===== src/rtl/dmem_pkg.sv =====
// dmem_pkg: shared definitions for the DMEM two-port arbiter.
//   PORT_CORE / PORT_DBG : requester bit positions in the req/we/lock/gnt vectors
//   DEPTH_DEFAULT        : DMEM size in words; addresses >= DEPTH are out of range
//   LOCK_MAX_DEFAULT     : idle cycles a lock owner may hold without a grant
//   owner_e              : lock owner encoding (none / core / debug)
//   owner_of()           : maps a one-hot grant to the matching owner code
package dmem_pkg;

   localparam bit PORT_CORE = 1'b0;
   localparam bit PORT_DBG  = 1'b1;

   localparam int unsigned DEPTH_DEFAULT    = 1024;
   localparam int unsigned LOCK_MAX_DEFAULT = 16;

   typedef enum logic [1:0] {
      OWNER_NONE = 2'd0,
      OWNER_CORE = 2'd1,
      OWNER_DBG  = 2'd2
   } owner_e;

   function automatic owner_e owner_of(input logic [1:0] gnt);
      if (gnt[PORT_DBG]) begin
         return OWNER_DBG;
      end
      if (gnt[PORT_CORE]) begin
         return OWNER_CORE;
      end
      return OWNER_NONE;
   endfunction

endpackage


===== src/rtl/dmem_arbiter_if.sv =====
// dmem_arbiter_if: requester-side bus of the DMEM arbiter.
//   req[1:0]     per-port request (bit0 core, bit1 debug/DMA)
//   we[1:0]      per-port write enable
//   lock[1:0]    per-port: keep ownership after this access
//   addr0/addr1  word address per port
//   wd0/wd1      write data per port
//   gnt[1:0]     one-hot grant (combinational)
//   rvalid[1:0]  read data valid (registered)
//   err[1:0]     out-of-range response (registered)
//   rdata        shared registered read data
// master: requesters; slave: the arbiter.
interface dmem_arbiter_if;

   logic [1:0]  req;
   logic [1:0]  we;
   logic [1:0]  lock;
   logic [31:0] addr0;
   logic [31:0] addr1;
   logic [31:0] wd0;
   logic [31:0] wd1;
   logic [1:0]  gnt;
   logic [1:0]  rvalid;
   logic [1:0]  err;
   logic [31:0] rdata;

   modport master (
      output req, we, lock, addr0, addr1, wd0, wd1,
      input  gnt, rvalid, err, rdata
   );

   modport slave (
      input  req, we, lock, addr0, addr1, wd0, wd1,
      output gnt, rvalid, err, rdata
   );

endinterface


===== src/rtl/dmem_lock_ctrl.sv =====
// dmem_lock_ctrl: lock ownership for atomic read-modify-write sequences.
//   clk, rst    clock, asynchronous active-high reset
//   gnt[1:0]    one-hot grant of the current cycle (a grant is a completed access)
//   lock[1:0]   per-port lock request accompanying the access
//   owner       current lock owner (registered)
//   lock_abort  one-cycle pulse when an idle owner is forcibly released
// The timer counts cycles an owner holds the lock without being granted;
// LOCK_MAX such cycles release the lock.
module dmem_lock_ctrl
   import dmem_pkg::*;
#(
   parameter int unsigned LOCK_MAX = LOCK_MAX_DEFAULT
) (
   input  logic       clk,
   input  logic       rst,
   input  logic [1:0] gnt,
   input  logic [1:0] lock,
   output owner_e     owner,
   output logic       lock_abort
);

   // Timer only ever holds 0..LOCK_MAX-1; reaching LOCK_MAX is acted on at the edge.
   localparam int unsigned TIMER_W = (LOCK_MAX > 1) ? $clog2(LOCK_MAX) : 1;

   owner_e               owner_q, owner_d;
   logic [TIMER_W-1:0]   timer_q, timer_d;
   logic                 abort_q, abort_d;
   owner_e               granted;

   always_ff @(posedge clk or posedge rst) begin
      if (rst) begin
         owner_q <= OWNER_NONE;
         timer_q <= '0;
         abort_q <= 1'b0;
      end else begin
         owner_q <= owner_d;
         timer_q <= timer_d;
         abort_q <= abort_d;
      end
   end

   // A grant takes priority over the timeout: while an owner exists only the
   // owner can be granted, so any grant both refreshes the timer and blocks the abort.
   always_comb begin
      granted = owner_of(gnt);
      owner_d = owner_q;
      timer_d = timer_q;
      abort_d = 1'b0;
      if (granted != OWNER_NONE) begin
         timer_d = '0;
         if (|(gnt & lock)) begin
            owner_d = granted;
         end else if (owner_q == granted) begin
            owner_d = OWNER_NONE;
         end
      end else if (owner_q != OWNER_NONE) begin
         if (timer_q == TIMER_W'(LOCK_MAX - 1)) begin
            owner_d = OWNER_NONE;
            timer_d = '0;
            abort_d = 1'b1;
         end else begin
            timer_d = timer_q + 1'b1;
         end
      end
   end

   always_comb begin
      owner      = owner_q;
      lock_abort = abort_q;
   end

endmodule


===== src/rtl/dmem_arbiter.sv =====
// dmem_arbiter: two-requester round-robin arbiter in front of the pipelined DMEM.
//   clk, rst        clock, asynchronous active-high reset
//   bus (slave)     requester bus: req/we/lock/addr0/addr1/wd0/wd1 in,
//                   gnt (comb), rvalid/err/rdata (registered) out
//   lock_abort      one-cycle pulse when a lock times out
//   mem_we/mem_addr/mem_wd  drive to DMEM, all zero when nothing is granted
//   mem_rd          combinational DMEM read data
// Optional build macro DMEM_ARB_STALL_CNT_EN adds stall_cnt0/stall_cnt1:
// saturating counts of cycles each port requested without being granted.
module dmem_arbiter
   import dmem_pkg::*;
#(
   parameter int unsigned DEPTH    = DEPTH_DEFAULT,
   parameter int unsigned LOCK_MAX = LOCK_MAX_DEFAULT
) (
   input  logic         clk,
   input  logic         rst,
   dmem_arbiter_if.slave bus,
   output logic         lock_abort,
   output logic         mem_we,
   output logic [31:0]  mem_addr,
   output logic [31:0]  mem_wd,
   input  logic [31:0]  mem_rd
`ifdef DMEM_ARB_STALL_CNT_EN
   ,
   output logic [31:0]  stall_cnt0,
   output logic [31:0]  stall_cnt1
`endif
);

   owner_e      owner;
   logic [1:0]  gnt;
   logic        rr_ptr_q, rr_ptr_d;
   logic [1:0]  rvalid_q, rvalid_d;
   logic [1:0]  err_q, err_d;
   logic [31:0] rdata_q, rdata_d;

   logic        any_gnt;
   logic        sel_we;
   logic        sel_lock;
   logic        sel_in_range;
   logic [31:0] sel_addr;
   logic [31:0] sel_wd;

   dmem_lock_ctrl #(
      .LOCK_MAX (LOCK_MAX)
   ) u_lock_ctrl (
      .clk        (clk),
      .rst        (rst),
      .gnt        (gnt),
      .lock       (bus.lock),
      .owner      (owner),
      .lock_abort (lock_abort)
   );

   // rr_ptr indexes the favoured port directly (0 = core, 1 = debug).
   always_comb begin
      gnt = '0;
      unique case (owner)
         OWNER_CORE: gnt[PORT_CORE] = bus.req[PORT_CORE];
         OWNER_DBG:  gnt[PORT_DBG]  = bus.req[PORT_DBG];
         default: begin
            if (&bus.req) begin
               gnt[rr_ptr_q] = 1'b1;
            end else begin
               gnt = bus.req;
            end
         end
      endcase
   end

   always_comb begin
      any_gnt  = |gnt;
      sel_addr = '0;
      sel_wd   = '0;
      sel_we   = 1'b0;
      sel_lock = 1'b0;
      if (gnt[PORT_DBG]) begin
         sel_addr = bus.addr1;
         sel_wd   = bus.wd1;
         sel_we   = bus.we[PORT_DBG];
         sel_lock = bus.lock[PORT_DBG];
      end else if (gnt[PORT_CORE]) begin
         sel_addr = bus.addr0;
         sel_wd   = bus.wd0;
         sel_we   = bus.we[PORT_CORE];
         sel_lock = bus.lock[PORT_CORE];
      end
      sel_in_range = (sel_addr < 32'(DEPTH));
      mem_we       = sel_we & sel_in_range;
      mem_addr     = sel_addr;
      mem_wd       = sel_wd;
   end

   // Only accesses outside a lock sequence move the round-robin pointer;
   // after a core access the debug port is favoured and vice versa.
   always_comb begin
      rr_ptr_d = rr_ptr_q;
      if (any_gnt && (owner == OWNER_NONE) && !sel_lock) begin
         rr_ptr_d = gnt[PORT_CORE];
      end
   end

   always_comb begin
      rvalid_d = '0;
      err_d    = '0;
      rdata_d  = rdata_q;
      if (any_gnt) begin
         if (!sel_in_range) begin
            err_d = gnt;
         end else if (!sel_we) begin
            rvalid_d = gnt;
            rdata_d  = mem_rd;
         end
      end
   end

   always_ff @(posedge clk or posedge rst) begin
      if (rst) begin
         rr_ptr_q <= 1'b0;
         rvalid_q <= '0;
         err_q    <= '0;
         rdata_q  <= '0;
      end else begin
         rr_ptr_q <= rr_ptr_d;
         rvalid_q <= rvalid_d;
         err_q    <= err_d;
         rdata_q  <= rdata_d;
      end
   end

   assign bus.gnt    = gnt;
   assign bus.rvalid = rvalid_q;
   assign bus.err    = err_q;
   assign bus.rdata  = rdata_q;

`ifdef DMEM_ARB_STALL_CNT_EN
   logic [31:0] stall_cnt0_q, stall_cnt0_d;
   logic [31:0] stall_cnt1_q, stall_cnt1_d;

   always_comb begin
      stall_cnt0_d = stall_cnt0_q;
      stall_cnt1_d = stall_cnt1_q;
      if (bus.req[PORT_CORE] && !gnt[PORT_CORE] && (stall_cnt0_q != '1)) begin
         stall_cnt0_d = stall_cnt0_q + 1'b1;
      end
      if (bus.req[PORT_DBG] && !gnt[PORT_DBG] && (stall_cnt1_q != '1)) begin
         stall_cnt1_d = stall_cnt1_q + 1'b1;
      end
   end

   always_ff @(posedge clk or posedge rst) begin
      if (rst) begin
         stall_cnt0_q <= '0;
         stall_cnt1_q <= '0;
      end else begin
         stall_cnt0_q <= stall_cnt0_d;
         stall_cnt1_q <= stall_cnt1_d;
      end
   end

   assign stall_cnt0 = stall_cnt0_q;
   assign stall_cnt1 = stall_cnt1_q;
`endif

endmodule


===== src/flat_wrapper.sv =====
// flat-port wrapper written by rule: the top's interface ports become plain ports
module dmem_arbiter_flat import dmem_pkg::*;
#(
   parameter int unsigned DEPTH    = DEPTH_DEFAULT,
   parameter int unsigned LOCK_MAX = LOCK_MAX_DEFAULT
)
  (clk, rst, lock_abort, mem_we, mem_addr, mem_wd, mem_rd, bus_req, bus_we, bus_lock, bus_addr0, bus_addr1, bus_wd0, bus_wd1, bus_gnt, bus_rvalid, bus_err, bus_rdata);
  dmem_arbiter_if bus_i ();
  input  logic clk;
  input  logic rst;
  output logic lock_abort;
  output logic mem_we;
  output logic [31:0] mem_addr;
  output logic [31:0] mem_wd;
  input  logic [31:0] mem_rd;
  input wire logic [$bits(bus_i.req)-1:0] bus_req;
  input wire logic [$bits(bus_i.we)-1:0] bus_we;
  input wire logic [$bits(bus_i.lock)-1:0] bus_lock;
  input wire logic [$bits(bus_i.addr0)-1:0] bus_addr0;
  input wire logic [$bits(bus_i.addr1)-1:0] bus_addr1;
  input wire logic [$bits(bus_i.wd0)-1:0] bus_wd0;
  input wire logic [$bits(bus_i.wd1)-1:0] bus_wd1;
  output wire logic [$bits(bus_i.gnt)-1:0] bus_gnt;
  output wire logic [$bits(bus_i.rvalid)-1:0] bus_rvalid;
  output wire logic [$bits(bus_i.err)-1:0] bus_err;
  output wire logic [$bits(bus_i.rdata)-1:0] bus_rdata;
  assign bus_i.req = bus_req;
  assign bus_i.we = bus_we;
  assign bus_i.lock = bus_lock;
  assign bus_i.addr0 = bus_addr0;
  assign bus_i.addr1 = bus_addr1;
  assign bus_i.wd0 = bus_wd0;
  assign bus_i.wd1 = bus_wd1;
  assign bus_gnt = bus_i.gnt;
  assign bus_rvalid = bus_i.rvalid;
  assign bus_err = bus_i.err;
  assign bus_rdata = bus_i.rdata;
  dmem_arbiter #(.DEPTH(DEPTH), .LOCK_MAX(LOCK_MAX)) u_core (.clk(clk), .rst(rst), .bus(bus_i), .lock_abort(lock_abort), .mem_we(mem_we), .mem_addr(mem_addr), .mem_wd(mem_wd), .mem_rd(mem_rd));
endmodule

===== config.mk =====
export PLATFORM = sky130hd
export DESIGN_NAME = dmem_arbiter_flat
export DESIGN_NICKNAME = d
export VERILOG_FILES = /design/src/rtl/dmem_pkg.sv /design/src/rtl/dmem_arbiter_if.sv /design/src/rtl/dmem_lock_ctrl.sv /design/src/rtl/dmem_arbiter.sv /design/src/flat_wrapper.sv
export SDC_FILE = /design/constraint.sdc
export NUM_CORES = 1
export LEC_CHECK = 0
export CORE_AREA = 2 2 106 108
export DETAILED_ROUTE_END_ITERATION = 16
export DIE_AREA = 0 0 108 110
export GPL_TIMING_DRIVEN = 0
export PLACE_DENSITY = 0.82
export SLEW_MARGIN = 0
export SYNTH_ARGS = -nofsm -noshare
export SYNTH_HDL_FRONTEND = slang
export SYNTH_SLANG_ARGS = --single-unit

===== constraint.sdc =====
create_clock -name clk -period 3 [get_ports clk]
set_input_delay 0.3 -clock clk [delete_from_list [all_inputs] [get_ports clk]]
set_output_delay 0.3 -clock clk [all_outputs]
set_load 0.03 [all_outputs]

* After elaboration in Yosys (flattened, before gate mapping)
Cells that the tools add are included.
** Operators by class
- $add $sub $neg :: 1
- Multipliers :: 0
- Divide/modulo/power cells :: 0
- $lt $le $gt $ge :: 3
- Eq/ne operators :: 5
- Shift operators :: 0
- Mux-type cells :: 36
- Bitwise logic cells :: 3
- Reduce and logical (&&, ||, !) cells :: 14
** Operators with widths (number)
- $mux W32 :: 4
- $lt A32 B11 Y1 const B :: 1
- $mux W2 :: 15
- $mux W4 :: 3
- $mux W1 :: 11
- $reduce_bool A2 Y1 :: 4
- $reduce_and A3 Y1 :: 2
- $add A4 B1 Y4 const B :: 1
- $eq A4 B4 Y1 const B :: 1
- $pmux W1 S2 :: 2
- $reduce_or A2 Y1 :: 2
- $logic_and A1 B1 Y1 :: 3
- $ne A3 B1 Y1 const B :: 1
- $and A2 B2 Y2 :: 1
- $eq A2 B1 Y1 const B :: 1
- $eq A2 B2 Y1 :: 1
- $eq A2 B2 Y1 const B :: 1
- $logic_not A2 Y1 :: 1
- $lt A1 B2 Y1 const B :: 1
- $reduce_and A2 Y1 :: 1
- $and A1 B1 Y1 :: 1
- $demux W1 S1 :: 1
- $ge A1 B1 Y1 const B :: 1
- $logic_not A1 Y1 :: 1
- $not A1 Y1 :: 1
** Storage, ports and cells
- Register bits :: 44
- Bits in latches :: 0
- Memory bits (writable) :: 0
- Memory bits (read-only) :: 0
- Bits of input ports :: 168
- Output and inout bits :: 104
- Word-level logic and storage cells :: 69
- Memories :: 0

* Logic depth before layout (Yosys ltp)
- Word-level depth :: 14
- Mapped depth :: 9
- Depth with buffers taken out :: 8

* Hierarchy
Synthesis repeated with hierarchy kept, for this count alone.
** Unflattened totals
- Cells, all modules :: 366
- Area total of the unflattened synthesis :: 2857.7 um^2
** By module, submodules not included
- dmem_arbiter :: instances 1, cells each 326, area each 2499.9 um^2, seq. area each 925.9 um^2
- dmem_lock_ctrl :: instances 1, cells each 40, area each 357.8 um^2, seq. area each 175.2 um^2

* Least setup slack after synthesis
OpenSTA, ideal clock, no wires.
- Path type :: reg2out
- Start :: register u_core.u_lock_ctrl.owner_q[0] (netlist: u_core.u_lock_ctrl.owner[0])
- End :: output port mem_addr[12]
- Arrival time :: 2241 ps
- Path slack :: 459 ps
- Cell stages (with the launch flop) :: 10
- Buffers on the path :: 3
- Cells stage by stage :: dfrtp_1 > inv_1 > ha_1 > or3b_1 > nand3_1 > buf_4 > clkbuf_1 > buf_2 > nand3_1 > nand2_1
** Between the ends
- Word-level cells in the longest chain between the ends :: 4
- Elaborated cells between the ends (all ways) :: 6
** RTL lines
- from (decl) :: line dmem_lock_ctrl.sv:25 : owner_e owner_q, owner_d;
- from (signal assigned) :: line dmem_lock_ctrl.sv:36 : owner_q <= owner_d;
- $eq A2 B2 Y1 or $eq A2 B1 Y1 (tied branches) :: line dmem_arbiter.sv:59 : unique case (owner)
- $pmux W1 S2 :: line dmem_arbiter.sv:59
- $mux W32 :: line dmem_arbiter.sv:83 : end else if (gnt[PORT_CORE]) begin
- $mux W32 (*) :: line dmem_arbiter.sv:78 : if (gnt[PORT_DBG]) begin
- to (decl) :: line flat_wrapper.sv:13 : output logic [31:0] mem_addr;
Mark *: on every way between the ends. The rest lies on a longest branch, timed or not.

* Worst setup path in the final report
- Start :: register u_core.u_lock_ctrl.owner_q[0] (netlist: u_core.u_lock_ctrl.owner[0])
- End :: output port mem_wd[4]
** Between the ends
- Word-level cells in the longest chain between the ends :: 4
- Elaborated cells between the ends (all ways) :: 6
** RTL lines
- $eq A2 B2 Y1 or $eq A2 B1 Y1 (tied branches) :: line dmem_arbiter.sv:59
- $pmux W1 S2 :: line dmem_arbiter.sv:59
- $mux W32 :: line dmem_arbiter.sv:83
- $mux W32 (*) :: line dmem_arbiter.sv:78
- to (decl) :: line flat_wrapper.sv:14 : output logic [31:0] mem_wd;
Marks and branches as above.

==> run metrics <==
gr usage total=20.6%; layout cell share with drive strength beyond 1=18.3%; Worst Skew=0.00903 ns; endpoints failing hold=0; Yosys reg bits=44; Starting Density=28.2%; FMAX=345 MHz; Detail Route Antenna Nets=0; n_diodes=0; Overflow after GRT=0; die height=110 um; worst path required time=2.70 ns; slew margin rel.=41.3%; CTS Hold Bufs=0; yosys warns=0; Routed WL per cell=16.2 um; Final #Nets=828; Leak=2.81 nW; ys flop type=dfrtp_1; RePlAce Congestion=0.885; Worst-path clk slew=0.09 ns; global-route wire length before repair=19000 um; number of cells after detailed placement=785; IR drop worst, VDD=650 uV; final non-filler cell total=797; DR DRC count=0; CTS Buffer Depth=2; Sink Count=44; CTS tree=yes; H-tree depth=2; RSZ-0062 raised after global routing=false; pre-CTS setup slack=-0.470 ns; multi-input gate area in the final layout=1750 um^2; Power Density=739 nW/um^2; critical path class=reg -> out; period utilisation layout=96.7%; Port Buffers=271; worst min path class=in -> async; fraction of registers with async set or reset after synthesis=100%; Synth Net Count=546; fill count=972; worst skew pair latency=0.30 ns; PnR worst setup slack=0.100 ns; Reg area=1100 um^2; final HPWL from detailed placement=10700 um; worst slew pin tran=0.880 ns; DR vias=3768; crit end category=output pin; TritonCTS Buffers=5; root buf cell=clkbuf_8; post-synthesis sequential area ratio=36.5%; Syn Area/Cell=8.06 um^2; Mapped Cells=374; Synth cell types=40; routed vias/inst=4.73; num ports=272; Horiz. Die Dim=108 um; drt initial violations=192; number of enable flip-flop cells after synthesis=0; vias in the first global route=3814; die area=11900 um^2; largest net degree at the start of global routing=45; status=complete, no violations; maxcap violations=0; critical path arrival=2.60 ns; antenna violations before repair=0; Cell Area, Synth=3020 um^2; Setup violations, final=0; Area Overhead vs Synth=96.8%; Initial DRT Pass Iterations=4; Core Rows=38; Routed WL=12900 um; fin crit period=2.90 ns; Core Area=10700 um^2; max-slew violation count=0; crit-path max FO=10; Critical Path Start Type=flop
-- per-stage QoR --
step / hold WS [ns] / setup TNS [ns] / util (%) / cell area (um^2) / power [mW]
floorplan: 0.366 / 0 / - / 3020 / 2.64
global placement: 0.490 / -12.76 / 55.2 / 5900 / 4.05
detailed placement: 0.491 / -16.46 / 55.2 / 5900 / 4.12
CTS: 0.515 / 0 / 56.7 / 6060 / 4.45
global route: 0.527 / 0 / 55.5 / 5940 / 4.66
finish: 0.512 / 0 / 55.5 / 5940 / 4.38
-- synth_stat cells (all sizes together), types with 2 or more instances --
library cell	n	area (um^2)
a21oi	5	25.0
and2	2	12.5
buf	6	76.3
clkbuf	19	71.3
dfrtp	44	1100
ha	4	50.1
inv	6	22.5
mux2	32	473
nand2	138	518
nand2b	4	25.0
nand3	65	325
nor2	9	33.8
nor4	10	62.6
o211ai	3	27.5
o21ai	7	35.0
or3	2	12.5
or4	2	15.0
-- registers in the layout, summed over array words and instances (netlist names) --
name / flops
u_core.bus.rdata: 32
u_core.rr_ptr_q: 1
u_core.bus.rvalid: 2
u_core.bus.err: 2
u_core.u_lock_ctrl.owner: 2
u_core.u_lock_ctrl.lock_abort: 1
u_core.u_lock_ctrl.timer_q: 4
-- final cells by class --
cell class                 instances  area share (%)
sequential                        44            18.5
buffer                            25            3.23
timing repair buffer             275            43.3
clock buffer                       6            1.39
inverter                           7           0.464
multi-input combinational        298            29.4
clock inverter                     2           0.653
tap                              140            2.95
-- logic make-up (layout without fill, tap and decap cells) --
kind of cell / Yosys count / in the layout / synth area share, %
simple gates: 237 / 237 / 34.4
flops: 44 / 44 / 36.5
mux: 33 / 33 / 16.0
buf+inv: 32 / 315 / 5.77
compound gates: 23 / 23 / 5.35
fa+ha+maj: 4 / 4 / 1.66
xor+xnor: 1 / 1 / 0.291
-- power by group --
group          total [mW]  internal (mW)  switching, mW
sequential          0.673          0.639         0.0342
clock               0.472          0.272          0.200
combinational        3.24           1.10           2.14
total                4.38           2.02           2.37
-- layout by cell type, fill, tap and decap left out, types with 5 or more instances in the layout --
cell type	n
clkdlybuf4s50_1	205
nand2_1	138
nand3_1	64
dfrtp_1	44
mux2_4	30
clkbuf_2	29
buf_2	18
clkdlybuf4s15_2	13
nor4_1	10
clkdlybuf4s15_1	10
nor2_1	9
clkbuf_8	7
o21ai_0	6
dlygate4sd2_1	6
a21oi_1	5
buf_4	5
clkbuf_1	5
-- critical path, stage by stage, from the launching register on --
cell	delay, ns
dfrtp_1	0.42
inv_1	0.09
ha_2	0.30
or3b_1	0.42
nand3_2	0.13
buf_6	0.14
clkbuf_2	0.21
nand3_1	0.11
nand2_1	0.08
dlygate4sd2_1	0.40
-- layer usage --
layer / part of all wire [%] / global-route usage [%] / vias up
li1: - / - / 1834
met3: 8.7 / 5.53 / 22
met1: 37 / 21.6 / 1717
met2: 52 / 39.2 / 195
met4: 2.3 / 8.06 / 0
met5: 0 / 0 / -
-- final timing paths --
kind	start	end	slack, ns	depth (start not counted)
max	u_core.u_lock_ctrl.owner[0]$_DFFE_PP0P_	mem_wd[4]	0.10	9
min	rst	u_core.bus.rdata[8]$_DFFE_PP0P_	0.51	2
max reg2reg	u_core.u_lock_ctrl.owner[0]$_DFFE_PP0P_	u_core.bus.rdata[15]$_DFFE_PP0P_	0.30	9
min reg2reg	u_core.bus.rdata[26]$_DFFE_PP0P_	u_core.bus.rdata[26]$_DFFE_PP0P_	0.51	1
max in group asynchronous	rst	u_core.bus.rdata[12]$_DFFE_PP0P_	1.94	2
min in group clk	u_core.bus.rdata[26]$_DFFE_PP0P_	u_core.bus.rdata[26]$_DFFE_PP0P_	0.51	1
-- repair_timing --
item                       4_1_cts  5_1_grt
pin swaps                        1        0
cloned                           0        1
gates resized for setup        155       81
buffers inserted                 3        0
setup endpoints to repair       67       67
Power figures use the tool's default switching activity.
==> variant 1 (same settings) <==
The 3 values of `owner_e` get a one-hot encoding in 3 bits.
--- a/src/rtl/dmem_pkg.sv
+++ b/src/rtl/dmem_pkg.sv
@@ -13,8 +13,8 @@
    localparam int unsigned LOCK_MAX_DEFAULT = 16;
 
-   typedef enum logic [1:0] {
-      OWNER_NONE = 2'd0,
-      OWNER_CORE = 2'd1,
-      OWNER_DBG  = 2'd2
+   typedef enum logic [2:0] {
+      OWNER_NONE = 3'b001,
+      OWNER_CORE = 3'b010,
+      OWNER_DBG  = 3'b100
    } owner_e;
 
Behaviour: same outputs for any inputs over 10 cycles, from zero or initial values and one cycle with rst high; not proved beyond that.
==> variant 1 against the unedited design <==
  * Die area stayed put
  * Global-route usage is 1.8 points lower
  * Sequential power is 52% higher
  * Hold slack worse by 0.25 ns
  * Largest cell class unchanged
  * Area after synthesis is 8.8% lower
  * Worst setup slack better by 0.049 ns
  * Fmax is 1.7% higher
  * Sequential share of layout area is 1.0 points higher
  * Final area is 3.0% lower
  * Sequential cell count is 1 higher
  * Routed wire length is 8.1% lower
  * Total power is 5.5% higher
  * Synthesized cell count is 35% lower
==> variant 1: results (changes against the unedited design) <==
----------------------------------------------------
[Critical path]
  Critical R2R Capture ... u_core.bus.rdata[20]
  Critical Path Slowest Stage Cell ... clkdlybuf4s50_1
  Arrival time at the worst endpoint ... 2.55 ns (-0.05 ns)
  Critical Path Sink ... mem_addr[5]
  Slack of the worst reg-to-reg path ... 0.80 ns (+0.50 ns)
  Origin of the critical flop-to-flop path ... u_core.u_lock_ctrl.owner[0]

[Routing]
  Number of vias after detailed routing ... 3152 (-16%)
  Met1 WL ... 4530 um (-3.8%)
  Iteration-0 DRC count of the detailed router ... 124 (-35%)
  Wire length on met3 ... 1090 um (-3.0%)

[Power and ir drop]
  Comb power ... 3.17 mW (-2%)
  Sw Share ... 43.9% (-10 points)
  Worst vdd rail ir drop ... 0.473 mV (-27%)
  Sequential share of power ... 22.1% (+6.8 points)

[Synthesis]
  Share of the yosys chip area belonging to registers ... 41.0% (+4.5 points)
  Number of nets produced by synthesis ... 411 (-25%)
  Most frequent cells after synthesis ... a22o_1, dfrtp_1, mux2_4
  Cells after synthesis ... 242 (-35%)
  Number of distinct library cell variants in the gate-level netlist after synthesis ... 41 (+2.5%)

[GRT]
  Largest net degree at the start of global routing ... 35 (-22%)
  Global routing usage on met2 ... 34.0% (-5.2 points)
  Global-route track usage on met3 ... 5.94% (+0.41 points)
  First-pass GRT wire length ... 17200 um (-9.8%)
  Global Route Usage Sum ... 18.8% (-1.8 points)
  Fraction of met1 tracks used by global routing ... 21.6% (about the same)

[STA]
  Worst slew margin relative to its limit ... 34.7% (-6.6 points)
  Smallest setup slack after layout ... 0.150 ns (+0.0494 ns)
  Post-Route Hold Slack ... 0.265 ns (-0.247 ns)
  Skew final ... 0.00649 ns (-0.00255 ns)

[Finish]
  Share of final-layout standard cells stronger than drive strength 1 ... 13.4% (-4.9 points)
  Final layout net count ... 692 (-16%)

[Placement]
  Instance area at placement ... 0.00566 mm^2 (-4.2%)
  DP Worst Slack ... -0.474 ns (-0.00413 ns)
  Final HPWL DP ... 10300 um (-3.8%)

[CTS]
  Number of setup buffers added after CTS ... 0 (-3)

[Outcome]
  Outcome ... completed

----------------------------------------------------
-- variant 1: cell count changes after synthesis, moves of 4 or more --
cell      before  now
nand3_1       65    4
clkbuf_1      19   14
nand2_1      138   11
nor3_1         1    6
a22o_1         1   63
o21ai_0        6    2
-- variant 1: cell families after synthesis --
| logic type | share of synthesized area, % |
|---|---|
| and+or+nand+nor | 11.6 |
| buffers and inverters | 5.23 |
| xor gates and xnor gates | 0.319 |
| muxes | 17.6 |
| AOI/OAI and AO/OA | 23.9 |
| adders and majority gates | 0.455 |
| DFF | 41.0 |
-- variant 1: layout make-up --
cell class                      instances  area, um^2
Buffer                                 19         146
Timing Repair Buffer                  274        2700
Sequential cell                        45        1130
Multi-Input combinational cell        174        1490
Clock inverter                          2        35.0
Fill cell                             944        4940
Clock buffer                            5        68.8
Inverter                                4        15.0
Tap cell                              140         175
==> variant 2 (same settings) <==
Made on the original files. `LOCK_MAX_DEFAULT`: 16 -> 8.
--- a/src/rtl/dmem_pkg.sv
+++ b/src/rtl/dmem_pkg.sv
@@ -11,5 +11,5 @@
 
    localparam int unsigned DEPTH_DEFAULT    = 1024;
-   localparam int unsigned LOCK_MAX_DEFAULT = 16;
+   localparam int unsigned LOCK_MAX_DEFAULT = 8;
 
    typedef enum logic [1:0] {
Function: changed (a bounded check fails within 10 cycles, from zero or initial values and one cycle with rst high).
==> variant 2 against the unedited design <==
  * Worst setup slack lost 0.010 ns
  * Routed wire length shrank 4.8%
  * Sequential share of layout area shrank 0.27 points
  * First-iteration DRC count grew 25%
  * Final area shrank 0.84%
  * Clock skew shrank 0.0040 ns
  * Sequential cell count shrank 1
  * Count of clock-buffer cells in the layout shrank 1
  * Total power grew 43%
  * Area after synthesis shrank 1.9%
  * Die area is the same
  * Hold slack lost 0.0025 ns
  * Highest routed layer unchanged
==> variant 2: results (changes against the unedited design) <==
----------------------------------------------------
[STA]
  Skew final ... 0.00508 ns (-0.00395 ns)
  Measured slew at the worst slew-check pin ... 0.865 ns (-0.0144 ns)
  Post-Route Hold Slack ... 0.509 ns (-0.00255 ns)

[CTS]
  H-tree depth reported by CTS ... 2 (unchanged)
  Number of buffers added by the clock tree synthesis step ... 5 (unchanged)
  Clock Pin Slew Worst Setup and Hold Paths ... roughly 0.080 ns
  Post-CTS Resized ... 152 (-1.9%)
  Number of setup buffers added after CTS ... 1 (-2)
  CTS root buf ... clkbuf_8

[Critical path]
  Worst setup path start ... u_core.u_lock_ctrl.owner[0]
  Worst R2R Path Depth ... 7 (-2)
  Critical R2R Capture ... u_core.bus.rvalid[0]
  Arrival time at the worst endpoint ... 2.61 ns (about the same)
  Slack of the worst reg-to-reg path ... 0.45 ns (+0.15 ns)
  Critical Path Sink ... mem_addr[23]

[Synthesis]
  Mux contribution to synthesized area ... 17.0% (+0.99 points)
  Number of distinct library cell variants in the gate-level netlist after synthesis ... 37 (-7.5%)
  Adder-cell area share of the yosys netlist ... 2.12% (+0.46 points)
  Top area cells in the synthesized netlist ... dfrtp_1, nand2_1, mux2_4, nand3_1, clkbuf_1
  Number of nets produced by synthesis ... 538 (-1.5%)
  Yosys warning count ... 0 (unchanged)
  Compound-gate portion of the synthesized area ... 5.03% (-0.32 points)
  Share of the yosys chip area belonging to registers ... 36.4% (-0.14 points)
  Most frequent cells after synthesis ... nand2_1, nand3_1, dfrtp_1
  Post-synthesis xor/xnor area fraction ... 0% (-0.29 points)
  Share of synthesized registers carrying an async set or reset ... 100% (unchanged)

[GRT]
  Global Route Usage Sum ... 19.2% (-1.4 points)
  Largest net degree at the start of global routing ... 44 (-2.2%)
  First-pass GRT wire length ... 18000 um (-5.3%)
  Initial antenna violation count ... 0 (unchanged)
  Number of global-route vias before repair ... 3630 (-4.8%)

[Placement]
  Final HPWL DP ... 10200 um (-4.3%)
  RD Place Congestion ... 0.933 (+5.4%)
  Instance area at placement ... 0.00585 mm^2 (-0.97%)
  Buffers added on ports ... 271 (unchanged)

[Power and ir drop]
  Static Leakage ... 2.86 nW (+2.0%)
  Worst vdd rail ir drop ... 0.507 mV (-22%)
  Cell internal power dissipation ... 3.02 mW (+50%)

[Min path]
  Path type of the worst min-delay path ... primary input to async pin

[Routing]
  Total detailed-routing wirelength ... 12300 um (-4.8%)
  Count of TritonRoute iterations in the first routing pass ... 4 (unchanged)
  Iteration-0 DRC count of the detailed router ... 240 (+25%)
  Number of vias after detailed routing ... 3772 (+0.11%)

[Outcome]
  Outcome ... completed

[Finish]
  Number of flip-flops under the largest register name ... 32 (unchanged)
  Final layout net count ... 819 (-1.1%)
  Fill count ... 988 (+1.6%)
  Share of final-layout standard cells stronger than drive strength 1 ... 18.7% (+0.44 points)

----------------------------------------------------
[variant 2: cell count changes in the layout (fill, tap and decap cells not counted), sizes merged, moves of 3 or more]
cell,delta
dlygate4sd2,+11
clkdlybuf4s15,-8
o21ai,-6
buf,-5
nand2,-5
o2bb2ai,+3
[variant 2: per-stage QoR]
stage                     utilization (%)  setup TNS, ns  instances  setup slack (ns)
after floorplan                         -              0        365             0.339
after global placement               54.6         -34.98        776            -0.741
after detailed placement             54.6         -39.32        776            -0.808
after CTS                            56.1              0        785          0.000717
after global routing                 55.0       -0.00109        787          -0.00109
final                                55.0              0        787            0.0903
[variant 2: layout make-up]
type                    count  area (um^2)  area share [%]
inverters                   7         27.5           0.468
well taps                 140          175            2.98
repair buffers            274         2570            43.6
plain buffers              25          164            2.78
flip-flops and latches     43         1080            18.3
multi-input cells         290         1760            30.0
clock inverters             3         43.8           0.744
clock buffers               5         68.8            1.17
[variant 2: power groups by stage]
stage | sequential, mW | clock, mW | combinational, mW
after global placement | 0.989 | 0 | 4.97
final | 1.01 | 0.446 | 4.83
after CTS | 1.01 | 0.462 | 4.90
after detailed placement | 1.02 | 0 | 5.03
after global routing | 1.03 | 0.493 | 5.12
after floorplan | 1.46 | 0 | 2.54
[variant 2: worst max-delay path: stages (launching register included)]
cell and delay [ns]:
dfrtp_1 0.43, inv_2 0.12, ha_4 0.23, or3b_1 0.43
nand3_4 0.16, clkbuf_8 0.19, buf_4 0.19, nand3_1 0.09
nand2_1 0.08, dlygate4sd2_1 0.40
[variant 2: metal layers]
| metal | track usage, % | vias to the layer above | share of wire [%] |
|---|---|---|---|
| li1 | - | 1807 | - |
| met1 | 22.2 | 1718 | 38 |
| met2 | 34.9 | 221 | 50 |
| met3 | 4.59 | 26 | 9.2 |
| met4 | 6.50 | 0 | 2.4 |
| met5 | 0 | - | 0 |
